**config.mk**
```make
export PLATFORM = sky130hd
export DESIGN_NAME = wts_bus_initiator
export DESIGN_NICKNAME = d
export VERILOG_FILES = /design/src/rtl/wts_bus_initiator.sv
export SDC_FILE = /design/constraint.sdc
export NUM_CORES = 1
export LEC_CHECK = 0
export CAP_MARGIN = 10
export CORE_AREA = 2 2 87 172
export CTS_BUF_LIST = sky130_fd_sc_hd__clkbuf_16
export DETAILED_ROUTE_END_ITERATION = 6
export DIE_AREA = 0 0 89 174
export HOLD_SLACK_MARGIN = 0.03
export SLEW_MARGIN = 40
export SYNTH_ARGS = -nofsm -noshare
export SYNTH_HDL_FRONTEND = slang
export SYNTH_SLANG_ARGS = --single-unit
```
**constraint.sdc**
```tcl
create_clock -name clk21m -period 2.2 [get_ports clk21m]
set_input_delay 0.33 -clock clk21m [delete_from_list [all_inputs] [get_ports clk21m]]
set_output_delay 0.33 -clock clk21m [all_outputs]
set_load 0.02 [all_outputs]
```
**src/rtl/wts_bus_initiator.sv**
```systemverilog
// wts_bus_initiator: OCM-style req/ack bus master with a small command FIFO.
// Queued commands are issued one at a time with a full ack handshake.
// Each completion raises rsp_valid for one cycle. The rsp_wrt, rsp_data and
// rsp_timeout fields hold until the next completion.
// Build option: define WTS_INIT_TIMEOUT_EN to abort an access that is still
// unacknowledged when the ISSUE counter reaches TIMEOUT.
module wts_bus_initiator #(
    parameter int FIFO_AW = 2,
    parameter int TIMEOUT = 63
) (
    input  logic        clk21m,
    input  logic        reset,
    input  logic        cmd_valid,
    output logic        cmd_ready,
    input  logic        cmd_wrt,
    input  logic [15:0] cmd_adr,
    input  logic [7:0]  cmd_data,
    output logic        rsp_valid,
    output logic        rsp_wrt,
    output logic [7:0]  rsp_data,
    output logic        rsp_timeout,
    output logic        busy,
    output logic        req,
    output logic        wrt,
    output logic [15:0] adr,
    output logic [7:0]  dbo,
    input  logic [7:0]  dbi,
    input  logic        ack
);

    localparam int DEPTH = 2 ** FIFO_AW;
    localparam logic [FIFO_AW:0] FULL_COUNT = {1'b1, {FIFO_AW{1'b0}}};

    typedef enum logic [1:0] {
        ST_IDLE,
        ST_ISSUE,
        ST_RECOVER
    } state_t;

    typedef struct packed {
        logic        wrt;
        logic [15:0] adr;
        logic [7:0]  data;
    } cmd_t;

    cmd_t               fifo_mem [DEPTH];
    cmd_t               head;
    logic [FIFO_AW-1:0] wr_ptr;
    logic [FIFO_AW-1:0] rd_ptr;
    logic [FIFO_AW:0]   count;
    logic [FIFO_AW:0]   count_next;
    logic               push;
    logic               pop;
    logic               done;
    logic               done_timeout;
    state_t             state;
    state_t             state_next;

    // cmd_ready is a register, so a full FIFO refuses a push even in a cycle that also pops.
    assign push = cmd_valid & cmd_ready;
    assign head = fifo_mem[rd_ptr];
    assign busy = (count != '0) || (state != ST_IDLE);

    // Command storage: written on push, read at the head pointer.
    // NOTE: storage has no reset; the pointers and count decide what is valid,
    // so clearing the array would only add reset fan-out.
    always_ff @(posedge clk21m) begin
        if (push) begin
            fifo_mem[wr_ptr] <= '{wrt: cmd_wrt, adr: cmd_adr, data: cmd_data};
        end
    end

    // Occupancy after this cycle's push/pop; simultaneous push and pop cancel.
    // NOTE: every combinational output gets a default first so no latch is inferred.
    always_comb begin
        count_next = count;
        case ({push, pop})
            2'b10:   count_next = count + 1'b1;
            2'b01:   count_next = count - 1'b1;
            default: count_next = count;
        endcase
    end

    // FIFO pointers (wrap naturally at DEPTH), count and the registered ready flag.
    // NOTE: state registers use non-blocking assignments so every flop samples
    // pre-edge values regardless of block ordering.
    always_ff @(posedge clk21m or posedge reset) begin
        if (reset) begin
            wr_ptr    <= '0;
            rd_ptr    <= '0;
            count     <= '0;
            cmd_ready <= 1'b1;
        end else begin
            if (push) wr_ptr <= wr_ptr + 1'b1;
            if (pop)  rd_ptr <= rd_ptr + 1'b1;
            count     <= count_next;
            cmd_ready <= (count_next != FULL_COUNT);
        end
    end

`ifdef WTS_INIT_TIMEOUT_EN
    localparam logic [7:0] TIMEOUT_C = 8'(TIMEOUT);

    logic [7:0] to_cnt;

    // Counts unacknowledged ISSUE cycles, cleared at each pop, saturating at 255.
    always_ff @(posedge clk21m or posedge reset) begin
        if (reset) begin
            to_cnt <= '0;
        end else if (pop) begin
            to_cnt <= '0;
        end else if (state == ST_ISSUE && !ack && to_cnt != 8'hFF) begin
            to_cnt <= to_cnt + 8'd1;
        end
    end
`else
    // Keeps TIMEOUT referenced so both builds share one parameter list.
    localparam int unused_timeout = TIMEOUT;
`endif

    // FSM state register.
    always_ff @(posedge clk21m or posedge reset) begin
        if (reset) state <= ST_IDLE;
        else       state <= state_next;
    end

    // Next state, FIFO pop and completion decode; ack only matters in ISSUE.
    always_comb begin
        state_next   = state;
        pop          = 1'b0;
        done         = 1'b0;
        done_timeout = 1'b0;
        case (state)
            ST_IDLE: begin
                if (count != '0) begin
                    pop        = 1'b1;
                    state_next = ST_ISSUE;
                end
            end
            ST_ISSUE: begin
                if (ack) begin
                    done       = 1'b1;
                    state_next = ST_RECOVER;
                end
`ifdef WTS_INIT_TIMEOUT_EN
                else if (to_cnt == TIMEOUT_C) begin
                    done         = 1'b1;
                    done_timeout = 1'b1;
                    state_next   = ST_RECOVER;
                end
`endif
            end
            ST_RECOVER: state_next = ST_IDLE;
            default:    state_next = ST_IDLE;
        endcase
    end

    // Bus drive: load from the FIFO head on pop and hold until the access ends.
    // A completed access is reported in the following cycle.
    always_ff @(posedge clk21m or posedge reset) begin
        if (reset) begin
            req       <= 1'b0;
            wrt       <= 1'b0;
            adr       <= '0;
            dbo       <= '0;
            rsp_valid <= 1'b0;
            rsp_wrt   <= 1'b0;
            rsp_data  <= '0;
        end else begin
            rsp_valid <= done;
            if (pop) begin
                req <= 1'b1;
                wrt <= head.wrt;
                adr <= head.adr;
                dbo <= head.data;
            end else if (done) begin
                req <= 1'b0;
            end
            if (done) begin
                rsp_wrt  <= wrt;
                rsp_data <= done_timeout ? 8'hFF : (wrt ? 8'h00 : dbi);
            end
        end
    end

`ifdef WTS_INIT_TIMEOUT_EN
    // Timeout flag of the most recent completion.
    always_ff @(posedge clk21m or posedge reset) begin
        if (reset)     rsp_timeout <= 1'b0;
        else if (done) rsp_timeout <= done_timeout;
    end
`else
    assign rsp_timeout = 1'b0;
`endif

endmodule

```
Word level (Yosys, flattened, before mapping)
Memory sizes are Yosys's and may differ from the RTL's. A register that Yosys moved wholly into a read port is not among the register bits.
Index checks and enable logic that the tools add are counted.
Cells by class
  add/subtract/negate cells: 4
  multiplexer cells: 13
  equal/unequal tests: 6
  bitwise operators: 1
  reductions and logical operators: 6
Operators with widths (count)
  1-bit two-way mux: 8
  8-bit two-way mux: 1
  3-bit case mux with 2 select lines: 1
  2-bit by 1-bit adder with 2-bit output, second input constant: 2
  2-bit by 1-bit equality test with 1-bit output, second input constant: 2
  2-bit two-way mux: 2
  2-bit inequality test, second input constant: 2
  2-bit case mux with 2 select lines: 1
  2-bit nonzero test: 2
  3-bit by 1-bit adder with 3-bit output, second input constant: 1
  3-bit inequality test, second input constant: 1
  3-bit nonzero test: 1
  3-bit by 1-bit subtractor with 3-bit output, second input constant: 1
  2-bit equality test, second input constant: 1
  2-bit logical NOT: 1
  2-bit AND reduction: 1
  1-bit bitwise AND: 1
  1-bit logical OR: 1
Word-level totals
  bits of input ports: 37
  flip-flop bits (word level): 21
  memories: 1
  RAM bits: 100
Memories
  fifo_mem: depth 4, bits a word 25, read ports 1, clocked after memory_dff 1, wr ports 1, line 46  | cmd_t fifo_mem [DEPTH];

Logic depth before layout (Yosys ltp)
Gate-level depths: netlist (run 1).
  depth in word-level cells: 6
  mapped depth: 11
  mapped depth without buffers: 9

Worst setup path after synthesis (run 1)
Ideal clock, no wire load.
  path kind: reg-to-reg
  start: register count[0]
  end: register cmd_ready
  path buffers: 2
  slack: -0.157 ns
  setup time: 0.082 ns
  cell stages (with the launch flop): 12
  period minus slack after synthesis: 2.357 ns
  data arrival time: 2.276 ns
  data required time: 2.118 ns
  cells stage by stage: dfrtp_1 -> or3_1 -> nand2_1 -> buf_6 -> buf_6 -> inv_1 -> ha_1 -> inv_1 -> fa_1 -> xor2_1 -> or3_1 -> a211o_1
Between the ends
  word-level cells in the longest chain between the ends: 6
  elaborated cells on any way between the ends: 9
  those cells by class: 2 x add/sub; 3 x eq/ne; 3 x mux; 1 x reduce/logical
Ends and longest elaborated chain
  start, declared: line 50  | logic [FIFO_AW:0] count;
  start signal, assigned: line 96  | count <= count_next;
  3-bit nonzero test *: line 135  | if (count != '0) begin
  1-bit two-way mux *: line 135
  1-bit two-way mux *: line 133  | case (state)
  net pop: line 53  | logic pop;
  2-bit by 1-bit equality test with 1-bit output or 2-bit equality test (tied branches): line 77  | case ({push, pop})
  3-bit case mux with 2 select lines *: line 77
  3-bit inequality test *: line 97  | cmd_ready <= (count_next != FULL_COUNT);
  end signal, assigned: line 97
  end, declared: line 14  | output logic cmd_ready,
The timed path passes the listed nets; every way through them passes the cells marked *.
A chain may end at the register's enable or synchronous reset.

Worst setup path after layout (run 1)
  start: register count[2]
  end: register cmd_ready
Same word-level chain as after synthesis.

==> metrics.txt, run 1 <==
Synth top area share 53.9%; Vias 2783; number of flops mapped to enable cells by yosys 100; Final Hold Fails 0; final wirelength 10500 µm; slowest cell delay on critical path 0.40 ns; Avg Synthesized Cell Area 20.3 µm²; fillers 1240; hold buffers post-CTS 0; worst path cell trace or3_4, nand2_2, inv_4, ha_4, inv_2, fa_2, xor2_1, or3_1, a211o_1; Mapped Area 5580 µm²; synth-to-layout area growth 29.8%; CP Buf/Inv Count 2; gp weighted congestion 0.741; Worst-Skew Late Latency 0.41 ns; multiplexer share of the synthesized area 16.6%; clk slew on worst S/H paths 0.06 ns; reg2reg setup slack 0.11 ns; CP Max Fanout 3; Die Span Y 174 µm; Final period util 95.2%; unrepaired setup endpoints after global routing false; maximum capacitance violations 0; CTS Buffer Depth 2; vias in the first global route 3071; crit path kind flop to flop; worst vdd ir 0.617 mV; register area share after synthesis 74.5%; Synth Area in Compound Gates 1.05%; Final #Nets 416; Reg2Reg Depth 9; Sequential Area 4160 µm²; most used flip-flop cell after synthesis edfxtp_1; fraction of layout instances using a drive strength above 1 26.2%; Crit. End Element flop; asr flop ratio synth 31.5%; Vias/cell 4.81; CP max-delay cell or3_4; post-synthesis cell count 275; IO buf count 74; CTS tree built; status complete, no violations; largest net degree at the start of global routing 29; Post-DP HPWL 6910 µm; main combinational cell family by area after synthesis multiplexers; XOR/XNOR Fraction of Synth Area 0.785%; synth cell count leaders edfxtp_1 (100), dfrtp_1 (45), mux2_2 (21); DRT antenna net count 0; area leader, netlist edfxtp_1; Leak 2.68 nW; Post-Synth Adder-Cell Area 1.48%; num rows 62; DRT iter0 DRCs 132; most common cell in the synthesized netlist edfxtp_1; Die W 89 µm; worst hold path type input pin to async pin; total inserted antenna cells 0; total gr overflow 0; global-route usage over all layers 14.9%; H-tree depth 4; simple-gate area share of the yosys netlist 2.96%; Top Ports 76; drt drc 0; Pwr Density 1480 nW/µm²; Final Cell Area 7240 µm²; Worst EP arrival 2.43 ns; drt pass-1 iters 4; Achievable Freq 477 MHz; total die area 15500 µm²; Finish-stage setup viols 0; TritonCTS Buffers 17; max-slew violation count 0; Largest delay share family, worst path simple AND/OR/NAND/NOR gates; CP required 2.53 ns; Yosys warnings 0; top area cells in the synthesized netlist edfxtp_1 (54%), dfrtp_1 (20%), mux4_2 (7.3%), mux2_2 (4.2%), mux4_1 (3.3%); Post-DP Area 6610 µm²; initial antenna violation count 0; multi-input combinational cell area 1310 µm²; Tmin final 2.09 ns; R2R Path Start count[2]$_DFF_PP0_; clk sink count 146; core area 14300 µm²; Yosys reg bits 146; worst flop-to-flop path endpoint cmd_ready$_DFF_PP1_; Root Buffer clkbuf_16; startpoint types flop; Initial Util 39.1%; drt wl/cell 18.1 µm; final clock skew 0.0104 ns; first-pass GRT wire length 16500 µm; Util after Layout 50.7%; syn_nets 318; Distinct cells, synth 28
==> per-layer routing <==
metal	vias up	routed length, µm	global-route usage [%]
met5	-	0	0
met4	0	219	6.47
met3	15	352	3.56
met2	64	6270	27.9
met1	1448	3620	14.7
li1	1256	-	-
==> cells by family (layout without fill, tap and decap cells) <==
| kind of cell | after synthesis | after routing |
|---|---|---|
| flip-flops | 146 | 146 |
| AND/OR/NAND/NOR | 32 | 32 |
| other | 1 | 1 |
| XOR/XNOR | 5 | 5 |
| buffers and inverters | 21 | 132 |
| AO/OA/AOI/OAI | 11 | 11 |
| multiplexers | 53 | 53 |
| adder cells (fa/ha/maj) | 6 | 6 |
==> per-stage QoR <==
step           setup WS [ns]  setup TNS, ns  power, W  cells  hold slack [ns]
2_1_floorplan         -0.119         -0.119   0.00657    275            0.429
3_3_place_gp         -0.0926        -0.0926   0.00779    546            0.463
3_5_place_dp          -0.124         -0.124   0.00790    546            0.469
4_1_cts               0.0494              0    0.0109    578            0.217
5_1_grt              0.00161              0    0.0113    578            0.263
6_report               0.105              0    0.0107    578            0.207
==> repair_timing <==
item                                    in CTS  in global routing
gates resized for setup                      1                  1
pin swaps                                    0                  1
buffers inserted                             0                  0
endpoints found under the setup margin       1                  1
==> power breakdown <==
part           internal, W  switching, W
logic              0.00192       0.00172
registers          0.00377      0.000336
clock network      0.00189       0.00108
total              0.00758       0.00313
==> placed cells by master (no fill, tap or decap), types with 6 or more instances in the layout <==
cell type        count
mux2_4               6
nand2b_1            10
o21ai_0             10
mux4_1               7
clkbuf_16           17
mux2_2              21
dfrtp_1             44
buf_4               16
inv_1                7
nand2_1             12
mux4_2              18
edfxtp_1           100
clkdlybuf4s50_1     73
==> worst reg2reg max path, delay by kind of cell (launching register included) <==
family / cells / cell delay, ns
AND/OR/NAND/NOR: 3 / 0.87
flip-flops: 1 / 0.39
adder cells (fa/ha/maj): 2 / 0.34
AO/OA/AOI/OAI: 1 / 0.26
buffers and inverters: 2 / 0.09
XOR/XNOR: 1 / 0.07
==> worst max path at each step <==
stage	start	end	slack (ns)	depth (start not counted)
final	count[2]$_DFF_PP0_	cmd_ready$_DFF_PP1_	0.11	9
after global routing	count[2]$_DFF_PP0_	cmd_ready$_DFF_PP1_	0.002	9
after CTS	count[2]$_DFF_PP0_	cmd_ready$_DFF_PP1_	0.05	9
after detailed placement	cmd_valid	cmd_ready$_DFF_PP1_	-0.12	8
after global placement	cmd_valid	cmd_ready$_DFF_PP1_	-0.09	8
after floorplan	count[2]$_DFF_PP0_	cmd_ready$_DFF_PP1_	-0.12	11
==> flip-flops by register name, indices dropped and copies added (netlist names) <==
register / flops
adr: 16
cmd_ready: 1
count: 3
dbo: 8
fifo_mem: 100
rd_ptr: 2
req: 1
rsp_data: 8
rsp_valid: 1
rsp_wrt: 1
state: 2
wr_ptr: 2
wrt: 1
==> cell type report <==
class / instances / area share (%)
Clock buffer: 17 / 5.88
Multi-Input combinational cell: 108 / 18.0
Tap cell: 192 / 3.32
Inverter: 9 / 0.501
Sequential cell: 146 / 57.4
Clock inverter: 15 / 2.66
Timing Repair Buffer: 91 / 12.2
(Power assumes the default switching activity.)
==> run 2, diff against run 1 <==
--- a/config.mk
+++ b/config.mk
@@ -7,7 +7,7 @@
 export LEC_CHECK = 0
 export CAP_MARGIN = 10
 export CORE_AREA = 2 2 87 172
-export CTS_BUF_LIST = sky130_fd_sc_hd__clkbuf_16
+export CTS_BUF_LIST = sky130_fd_sc_hd__clkbuf_4 sky130_fd_sc_hd__clkbuf_8 sky130_fd_sc_hd__clkbuf_16
 export DETAILED_ROUTE_END_ITERATION = 6
 export DIE_AREA = 0 0 89 174
 export HOLD_SLACK_MARGIN = 0.03
==> metrics.txt, run 2 (synthesis gave the netlist of run 1 again) <==
Achievable Freq 478 MHz (was 477 MHz); first-pass GRT wire length 16500 µm (about the same); clk slew on worst S/H paths 0.06 ns (about the same); Die Span Y 174 µm (unchanged); number of buffers added for setup after CTS 0 (unchanged); worst vdd ir 0.616 mV (was 0.617 mV); fraction of layout instances using a drive strength above 1 26.7% (was 26.2%); drt drc 0 (unchanged); drt wl/cell 18.1 µm (about the same); Util after Layout 50.8% (was 50.7%); TritonCTS Buffers 17 (unchanged); gp weighted congestion 0.741 (unchanged); Final period util 95.1% (was 95.2%); max reg flops 100 (unchanged); Crit. End Element flop (unchanged); Final Hold Fails 0 (unchanged); largest net degree at the start of global routing 29 (unchanged); TNS Setup 0 ns (unchanged); worst hold path type input pin to async pin (unchanged); most frequent cells in the layout edfxtp_1 (100), clkdlybuf4s50_1 (73), dfrtp_1 (44) (unchanged); CP required 2.53 ns (about the same); DRT iter0 DRCs 145 (was 132); CP Max Fanout 3 (unchanged); CTS Buffer Depth 2 (unchanged); unrepaired setup endpoints after global routing false (unchanged); clk sink count 146 (unchanged); maximum capacitance violations 0 (unchanged); Vias 2799 (was 2783); final wirelength 10400 µm (was 10500 µm); final clock skew 0.00939 ns (was 0.0104 ns); CTS tree built (unchanged); core area 14300 µm² (unchanged); drt pass-1 iters 4 (unchanged); startpoint types flop (unchanged); max-slew violation count 0 (unchanged); Worst EP arrival 2.43 ns (about the same); Initial Util 39.1% (unchanged); hold buffers post-CTS 0 (unchanged); initial antenna violation count 0 (unchanged); H-tree depth 4 (unchanged); Pwr Density 1480 nW/µm² (about the same); Post-DP HPWL 6910 µm (unchanged); synth-to-layout area growth 30.0% (was 29.8%); Fin Hold WS 0.206 ns (was 0.207 ns); Biggest register fifo_mem (unchanged); status complete, no violations (unchanged); Finish-stage setup viols 0 (unchanged); total die area 15500 µm² (unchanged); total gr overflow 0 (unchanged); R2R Path Start count[2]$_DFF_PP0_ (unchanged); Top Ports 76 (unchanged); IO buf count 74 (unchanged); Root Buffer clkbuf_16 (unchanged); Die W 89 µm (unchanged); num rows 62 (unchanged); Tmin final 2.09 ns (about the same); crit path kind flop to flop (unchanged); Leak 2.68 nW (about the same); Worst-Skew Late Latency 0.41 ns (about the same); global-route usage over all layers 14.9% (about the same); Final #Nets 416 (unchanged); commonest non-fill, non-tap cell in the layout edfxtp_1 (unchanged); vias in the first global route 3088 (was 3071); Reg2Reg Depth 9 (unchanged); DRT antenna net count 0 (unchanged); Largest regs fifo_mem x100, adr x16 (unchanged); total inserted antenna cells 0 (unchanged); Setup crit start count[2]$_DFF_PP0_ (unchanged); Vias/cell 4.84 (was 4.81)
## run 2: changes by cell type in the layout (fill, tap and decap cells not counted), sizes merged
cell    delta
clkbuf     +2
clkinv     -1
inv        -1
## run 2: final timing paths
| check | end | slack (ns) |
|---|---|---|
| max reg2reg | cmd_ready$_DFF_PP1_ | 0.11 |
| min reg2reg | rsp_data[1]$_DFFE_PP0P_ | 0.48 |
| min | adr[14]$_DFFE_PP0P_ | 0.21 |
| min in group clk21m | rsp_data[1]$_DFFE_PP0P_ | 0.48 |
| max in group asynchronous | adr[1]$_DFFE_PP0P_ | 1.35 |
| max | cmd_ready$_DFF_PP1_ | 0.11 |
## run 2: area by class of cell
| type | instances | area, µm² |
|---|---|---|
| Fill cell | 1244 | 7020 |
| Clock inverter | 13 | 185 |
| Multi-Input combinational cell | 108 | 1310 |
| Inverter | 9 | 36.3 |
| Tap cell | 192 | 240 |
| Timing Repair Buffer | 91 | 880 |
| Clock buffer | 19 | 447 |
| Sequential cell | 146 | 4160 |
## run 2: worst max-delay path, cell delays in order, from the launching register on
cell	delay [ns]
dfrtp_1	0.39
or3_4	0.40
nand2_2	0.11
inv_4	0.04
ha_4	0.15
inv_2	0.05
fa_2	0.19
xor2_1	0.07
or3_1	0.36
a211o_1	0.26
## run 2: repair_timing
item	in CTS	in global routing
endpoints found under the setup margin	1	1
pin swaps	0	1
gates resized for setup	1	1
gates cloned	0	0
## run 2: layer usage
metal	vias up	wire [µm]	global-route usage, %
li1	1253	-	-
met5	-	0	0
met2	65	6240	28.0
met3	18	344	3.56
met1	1463	3610	14.7
met4	0	250	6.65
## run 2: where the power goes
| part | leakage [nW] | internal (W) | switching [W] | total [W] |
|---|---|---|---|---|
| sequential | 1.47 | 0.00377 | 0.000337 | 0.00411 |
| combinational | 0.922 | 0.00192 | 0.00172 | 0.00364 |
| clock | 0.297 | 0.00194 | 0.00107 | 0.00301 |
## run 2: stage by stage
stage                     std cells  cell area [µm²]  setup slack [ns]  total power (W)
after floorplan                 275             5600            -0.119          0.00657
after global placement          546             6610           -0.0926          0.00779
after detailed placement        546             6610            -0.124          0.00790
after CTS                       578             7240            0.0504           0.0109
after global routing            578             7250           0.00116           0.0113
final                           578             7250             0.108           0.0108
==> run 3, diff against run 2 <==
--- a/config.mk
+++ b/config.mk
@@ -15,3 +15,4 @@
 export SYNTH_ARGS = -nofsm -noshare
 export SYNTH_HDL_FRONTEND = slang
 export SYNTH_SLANG_ARGS = --single-unit
+export TNS_END_PERCENT = 30
==> results of run 3 <==
The final DEF is identical to that of run 2; final timing and power are the same.
